[src/rtl/mem32_arbiter.sv]
// mem32_arbiter: two-requester 32-bit word arbiter over a byte-wide memory (req/wr/addr/wdata in, gnt/done/rdata out, mem_* byte port)
module mem32_arbiter #(
  parameter int RR_EN = 1
) (
  input  logic        clk,
  input  logic        rst,
  input  logic        req0,
  input  logic        req1,
  input  logic        wr0,
  input  logic        wr1,
  input  logic [1:0]  addr0,
  input  logic [1:0]  addr1,
  input  logic [31:0] wdata0,
  input  logic [31:0] wdata1,
  output logic        gnt0,
  output logic        gnt1,
  output logic        done0,
  output logic        done1,
  output logic [31:0] rdata0,
  output logic [31:0] rdata1,
  output logic        busy,
  output logic        mem_we,
  output logic        mem_re,
  output logic [3:0]  mem_addr,
  output logic [7:0]  mem_wdata,
  input  logic [7:0]  mem_rdata
);
  typedef enum logic [1:0] {IDLE, XFER, WAIT, DONE} state_t;
  state_t state, state_n;
  logic [1:0] k, addr_q;
  logic owner, last, wr_q, win, xfer;
  logic [31:0] wdata_q;
  logic [23:0] rbuf;
  assign win = (req0 && req1) ? (RR_EN != 0) && !last : !req0;
  always_ff @(posedge clk) begin
    if (rst) state <= IDLE;
    else state <= state_n;
  end
  always_comb begin
    state_n = state == IDLE ? ((req0 || req1) ? XFER : IDLE) :
              state == XFER ? (k == 2'd3 ? (wr_q ? DONE : WAIT) : XFER) :
              state == WAIT ? DONE : IDLE;
    xfer = state == XFER;
    busy = state != IDLE;
    mem_we = xfer && wr_q;
    mem_re = xfer && !wr_q;
    mem_addr = xfer ? {addr_q, k} : 4'd0;
    mem_wdata = mem_we ? wdata_q[{k, 3'b000} +: 8] : 8'd0;
    gnt0 = xfer && k == 2'd0 && !owner;
    gnt1 = xfer && k == 2'd0 && owner;
    done0 = state == DONE && !owner;
    done1 = state == DONE && owner;
  end
  always_ff @(posedge clk) begin
    if (rst) begin
      k <= 2'd0;
      last <= 1'b1;
      owner <= 1'b0;
      wr_q <= 1'b0;
      addr_q <= 2'd0;
      wdata_q <= 32'd0;
      rbuf <= 24'd0;
      rdata0 <= 32'd0;
      rdata1 <= 32'd0;
    end else begin
      if (state == IDLE && (req0 || req1)) begin
        owner <= win;
        last <= win;
        wr_q <= win ? wr1 : wr0;
        addr_q <= win ? addr1 : addr0;
        wdata_q <= win ? wdata1 : wdata0;
      end
      k <= xfer ? k + 2'd1 : 2'd0;
      if (mem_re && k != 2'd0) rbuf[{k - 2'd1, 3'b000} +: 8] <= mem_rdata;
      if (state == WAIT && !owner) rdata0 <= {mem_rdata, rbuf};
      if (state == WAIT && owner) rdata1 <= {mem_rdata, rbuf};
    end
  end
endmodule

[config.mk]
export PLATFORM = sky130hd
export DESIGN_NAME = mem32_arbiter
export DESIGN_NICKNAME = d
export VERILOG_FILES = /design/src/rtl/mem32_arbiter.sv
export SDC_FILE = /design/constraint.sdc
export NUM_CORES = 1
export LEC_CHECK = 0
export ABC_AREA = 1
export CAP_MARGIN = 40
export CORE_MARGIN = 3
export CORE_UTILIZATION = 31
export DETAILED_ROUTE_END_ITERATION = 12
export GPL_TIMING_DRIVEN = 1
export PLACE_DENSITY = 0.6
export SYNTH_ARGS = -nofsm -noshare
export SYNTH_HDL_FRONTEND = slang
export SYNTH_SLANG_ARGS = --single-unit
[constraint.sdc]
create_clock -name clk -period 2.6 [get_ports clk]
set_input_delay 0.26 -clock clk [delete_from_list [all_inputs] [get_ports clk]]
set_output_delay 0.26 -clock clk [all_outputs]
set_load 0.005 [all_outputs]
==> results of run 1 <==
-- layout by cell type (no fill, tap or decap), drive strengths merged --
cell type	count
clkbuf	22
nand3	102
nor3	5
bufinv	1
o21ai	19
o22ai	1
buf	16
clkdlybuf4s50	163
a21oi	116
nand4	3
o21bai	2
ha	6
clkinvlp	5
inv	97
clkinv	5
nand2	232
dfxtp	129
nor2	96
-- registers in the layout (all words and copies together), names as in the netlist --
register,count
rdata0,32
rdata1,32
wr_q,1
rbuf,24
owner,1
wdata_q,32
state,2
k,2
last,1
addr_q,2
-- worst min-delay path by stage --
stage	to	from	slack, ns	cells past startpoint
floorplan	rbuf[0]	mem_rdata[0]	0.40	2
global placement	rdata1[31]	rdata1[31]	0.45	2
detailed placement	rdata0[13]	rdata0[13]	0.45	2
finish	wdata_q[3]	rst	0.34	4
global route	wdata_q[27]	rst	0.36	4
CTS	wdata_q[2]	rst	0.33	4
-- per-layer routing --
layer / up-vias / part of all wire / global-route usage / routed length, um
li1: 3014 / - / - / -
met1: 2577 / 0.47 / 0.228 / 8160
met2: 172 / 0.45 / 0.272 / 7820
met3: 13 / 0.074 / 0.0543 / 1290
met4: 0 / 0.0089 / 0.0450 / 155
met5: - / 0 / 0 / 0
-- final cells by class --
| class | count | area (sq um) |
|---|---|---|
| fillers | 1889 | 10000 |
| multi-input cells | 582 | 2610 |
| inverters | 99 | 375 |
| repair buffers | 179 | 1780 |
| flip-flops and latches | 129 | 2580 |
| clock buffers | 22 | 464 |
| well taps | 229 | 287 |
| clock inverters | 9 | 83.8 |
-- cells by family after synthesis --
logic type / share of synthesized area
buf+inv: 0.109
flops: 0.443
simple gates: 0.314
compound gates: 0.121
fa+ha+maj: 0.0129
-- power by group --
group	internal, mW	leakage [nW]	switching, mW	total [mW]
Sequential	2.05	1.05	0.0312	2.08
Combinational	0.258	2.18	0.351	0.609
Clock	1.36	0.258	0.856	2.21
-- what timing repair did --
action                     CTS  global route
setup endpoints to repair    0             2
resized for setup            0             1
hold buffers                 0             0
-- per-stage QoR --
stage / TNS, ns / cell area (sq um) / cells
floorplan: 0 / 5830 / 865
global placement: 0 / 7630 / 1218
detailed placement: 0 / 7630 / 1218
CTS: 0 / 8180 / 1249
global route: -0.000669 / 8180 / 1249
finish: 0 / 8180 / 1249
-- worst reg2reg max path, cell delays in order, from the launching register on --
cell	delay, ns
dfxtp_1	0.37
clkinvlp_4	0.31
ha_1	0.32
inv_1	0.19
nand4_2	0.41
nor2_1	0.26
nor2_1	0.07
==> impl_metrics.csv, run 1 <==
group,metric,value,unit
run_status,status,"finished clean",
worst_setup_path,critPathLaunch,"k[0]",
place,numPortBuffers,164,
timing,hold_violations,0,
logic_synthesis,synthMostInstantiatedCell,"nand2_1",
floorplanning,die_w,143,um
worst_setup_path,reg2reg_depth,6,
routing,dr.pass1.iters,5,
place,gp_congestion,0.791,
grt,grt_max_degree,76,
clocking,cts_setup_buffers,0,
worst_setup_path,path_buf_inv,2,
place,dp_hpwl,12.2,mm
grt,grt_pass1_vias,5353,
logic_synthesis,ys_top_cells_by_count,"nand2_1 (232), dfxtp_1 (129), a21oi_1 (116)",
worst_setup_path,startpoint_type,"flip-flop",
worst_setup_path,path_depth,5,
timing,max_freq,409,MHz
worst_setup_path,setup.worst_path.end,"mem_wdata[3]",
logic_synthesis,synth_fp_nets,953,
logic_synthesis,syn_avg_cell_area,6.74,sq um
logic_synthesis,synth_top_area_cell,"dfxtp_1",
timing,setup_viol,0,
floorplanning,rows,49,
worst_setup_path,worst_path_most_repeated_cell,"a21oi_1",
logic_synthesis,yosys.area.top_type_share,0.443,
pwr,ir_drop,470,uV
routing,drt_iter0_markers,367,
grt,gr-usage-all-layers,0.172,
floorplanning,initial_core_util,0.320,
timing,slew_headroom,0.615,
clocking,root_buffer,"clkbuf_16",
worst_setup_path,crit_slowest_cell,"clkdlybuf4s50_1",
timing,whs,0.335,ns
worst_setup_path,cpLargestDelayFamily,"buffers and inverters",
worst_setup_path,crit_arrival,2.18,ns
clocking,cts_max_level,4,
logic_synthesis,ys_ff_latch,129,
layout,syn_to_final_growth,40.4,%
flow_run,maxCapViolCount,0,
place,post-place-ws,0.517,ns
worst_setup_path,path_cells,"clkinvlp_4 > a21oi_1 > o21ai_0 > a21oi_1 > clkdlybuf4s50_1",
timing,min_period_over_period,0.940,
routing,avgRoutedWirePerCell,13.9,um
routing,wl,17.4,mm
logic_synthesis,async_flop_share,0,
logic_synthesis,synth_edf_count,0,
worst_setup_path,cp_slowest_stage_delay,0.57,ns
pwr,leakage,3.49,nW
clocking,clk_pin_slew_worst_paths,0.06,ns
worst_setup_path,cp-end-kind,"output port",
logic_synthesis,synthTopCellsByArea,"dfxtp_1 (44%), nand2_1 (15%), a21oi_1 (10%), nand3_1 (8.8%), nor2_1 (6.1%)",
timing,maxSlewViolCount,0,
logic_synthesis,syn_inst,865,
timing,worst_slew_pin_slew,0.577,ns
routing,vias_per_cell,4.62,
clocking,clockBufferDepth,2,
timing,finClkSkew,0.00645,ns
floorplanning,io_pins,165,
worst_hold_path,hold_class,"primary input to flip-flop",
layout,utilization,0.449,
routing,dr_total_vias,5776,
pwr,total_power,4.90,mW
floorplanning,die_area,20500,sq um
worst_setup_path,r2r-start,"k[0]",
floorplanning,die_y,143,um
layout,layout-drive-gt1-share,0.0569,
clocking,cts-buffers-inserted,17,
worst_setup_path,r2r_slack,0.56,ns
grt,overflow,0,
clocking,cts_tree,"built",
logic_synthesis,synth_top_flop_cell,"dfxtp_1",
logic_synthesis,ys_seq_area_frac,0.443,
worst_setup_path,reg2reg_to,"rbuf[9]",
logic_synthesis,syn_area,5830,sq um
timing,fin_ws,0.155,ns
clocking,clk_latency,0.41,ns
logic_synthesis,synth_cell_type_count,22,
floorplanning,design.core.area,18200,sq um
routing,drtAntennaViolNets,0,
timing,final.min_clock_period,2.44,ns
grt,antenna_found_initial,0,
worst_setup_path,cp_max_fo,21,
worst_setup_path,critical_path_required,2.34,ns
worst_setup_path,path_class,"flip-flop to output port",
logic_synthesis,ys_warn_count,0,
grt,grt_pass1_wl,28.1,mm
layout,nets,1096,
pwr,p_per_area,599,nW/um^2
layout,diodes,0,
routing,drc,0,
clocking,cts.sinks,129,
Power figures use the tool's default switching activity.
==> run 2: changes to the inputs <==
CELL_PAD_IN_SITES_DETAIL_PLACEMENT = 0   (was not set)
CELL_PAD_IN_SITES_GLOBAL_PLACEMENT = 1   (was not set)
CTS_CLUSTER_SIZE = 25   (was not set)
GPL_ROUTABILITY_DRIVEN = 0   (was not set)
PLACE_DENSITY = 0.8   (was 0.6)
==> run 2 against run 1 <==
Effect of this change: final cell count is essentially flat; die area is the same; non-clock buffer count is the same; global-route usage grew 0.064 points; critical path depth is the same; fmax grew 0.80%; power grew 2.6%; combinational power shrank 1%; via count shrank 1.6%; clock skew shrank 0.00078 ns.
==> impl_metrics.csv, run 2 (synthesized netlist as in run 1, its figures left out) <==
group,metric,value,unit
clocking,cts_tree,"built",
floorplanning,die_y,143,um
pwr,ir_drop,424,uV
grt,grt_pass1_wl,27.9,mm
layout,nets,1096,
place,dp_hpwl,12.3,mm
grt,grt_use_met1,0.226,
timing,hold_violations,0,
routing,drc,0,
routing,avgRoutedWirePerCell,14.1,um
timing,min_period_over_period,0.933,
layout,layout_common_cells,"nand2_1 (232), clkdlybuf4s50_1 (163), dfxtp_1 (129), a21oi_1 (116), nand3_1 (102)",
layout,diodes,0,
layout,final_common_cell,"nand2_1",
floorplanning,die_area,20500,sq um
timing,maxSlewViolCount,0,
worst_setup_path,crit_arrival,2.17,ns
grt,overflow,0,
timing,rsz0062_at_grt,"false",
timing,final.min_clock_period,2.43,ns
grt,gr-usage-all-layers,0.172,
worst_setup_path,critical_path_required,2.34,ns
layout,finalNonFillerCells,1250,
layout,num-fill-cells,1887,
routing,wl,17.6,mm
layout,syn_to_final_growth,40.8,%
clocking,cts_resized,0,
routing,drtAntennaViolNets,0,
clocking,cts-buffers-inserted,17,
pwr,leakage,3.52,nW
clocking,cts_max_level,4,
timing,worst_slew_pin_slew,0.600,ns
routing,dr.pass1.iters,4,
layout,finish.instance_area,8210,sq um
timing,fin_setup_tns,0,ns
run_status,status,"finished clean",
flow_run,maxCapViolCount,0,
worst_setup_path,path_buf_inv,3,
floorplanning,design.core.area,18200,sq um
timing,setup_viol,0,
worst_setup_path,cpLargestDelayFamily,"buffers and inverters",
place,dp_cells,1218,
layout,utilization,0.451,
worst_setup_path,cp-end-kind,"output port",
timing,max_freq,412,MHz
worst_setup_path,cp_slowest_stage_delay,0.54,ns
worst_hold_path,hold_class,"primary input to flip-flop",
clocking,root_buffer,"clkbuf_16",
clocking,clk_latency,0.41,ns
grt,grt_pass1_vias,5398,
worst_setup_path,cp_max_fo,18,
timing,fin_ws,0.175,ns
clocking,cts_setup_buffers,0,
timing,finClkSkew,0.00567,ns
grt,top_usage_layer,"met2",
place,numPortBuffers,164,
place,post-place-ws,0.633,ns
grt,grt_max_degree,43,
floorplanning,die_w,143,um
clocking,clk_pin_slew_worst_paths,0.06,ns
pwr,p_per_area,613,nW/um^2
routing,drt_iter0_markers,300,
grt,gr-usage-met2,0.271,
place,postPlaceCellArea,7620,sq um
layout,reg_top3,"rdata0 x32, rdata1 x32, wdata_q x32",
worst_setup_path,path_class,"flip-flop to output port",
routing,dr_total_vias,5682,
clocking,cts.sinks,129,
clocking,clockBufferDepth,2,
layout,layout-drive-gt1-share,0.0588,
grt,antenna_found_initial,1,
timing,slew_headroom,0.600,
worst_setup_path,crit_slowest_cell,"clkdlybuf4s50_1",
grt,grt_use_met3,0.0566,
floorplanning,io_pins,165,
floorplanning,initial_core_util,0.320,
routing,vias_per_cell,4.55,
clocking,cts_hold_buffers,0,
floorplanning,rows,49,
worst_setup_path,startpoint_type,"flip-flop",
worst_setup_path,worst_path_most_repeated_cell,"inv_1",
worst_setup_path,path_cells,"inv_1 > ha_1 > inv_1 > nor3_1 > clkdlybuf4s50_1",
-- run 2: per-layer routing --
| layer | share of wire | wire length, um |
|---|---|---|
| met3 | 0.067 | 1190 |
| met4 | 0.0075 | 132 |
| met2 | 0.45 | 7920 |
| met5 | 0.00074 | 13 |
| met1 | 0.47 | 8340 |
-- run 2: where the power goes --
part	total, mW	switching (mW)	internal (mW)
combinational	0.602	0.346	0.255
sequential	2.08	0.0310	2.05
clock	2.35	0.882	1.47
-- run 2: worst paths after layout --
check              from          to  slack, ns  cells past startpoint
min reg2reg  rdata1[19]  rdata1[19]       0.46                      2
max                k[0]        gnt0       0.17                      5
max reg2reg        k[1]     rbuf[8]       0.68                      6
min                 rst  rdata0[26]       0.29                      2
-- run 2: cell type report --
| type | instances | area, sq um | area share |
|---|---|---|---|
| clock inverter | 12 | 133 | 0.0162 |
| clock buffer | 20 | 457 | 0.0556 |
| multi-input combinational | 582 | 2610 | 0.318 |
| timing repair buffer | 179 | 1760 | 0.215 |
| tap | 229 | 287 | 0.0349 |
| inverter | 99 | 372 | 0.0453 |
| sequential | 129 | 2580 | 0.315 |
-- run 2: worst reg2reg max path: stages (launching register included) --
cell and delay, ns:
dfxtp_1 0.33, clkinv_1 0.28, ha_1 0.30, inv_1 0.19, nand4_2 0.40, o21bai_1 0.27, nor2_1 0.05
-- run 2: metrics by stage --
stage | power (mW) | hold WS [ns]
6_report | 5.03 | 0.294
3_5_place_dp | 2.73 | 0.453
4_1_cts | 5.09 | 0.274
3_3_place_gp | 2.72 | 0.448
2_1_floorplan | 2.45 | 0.405
5_1_grt | 5.24 | 0.296
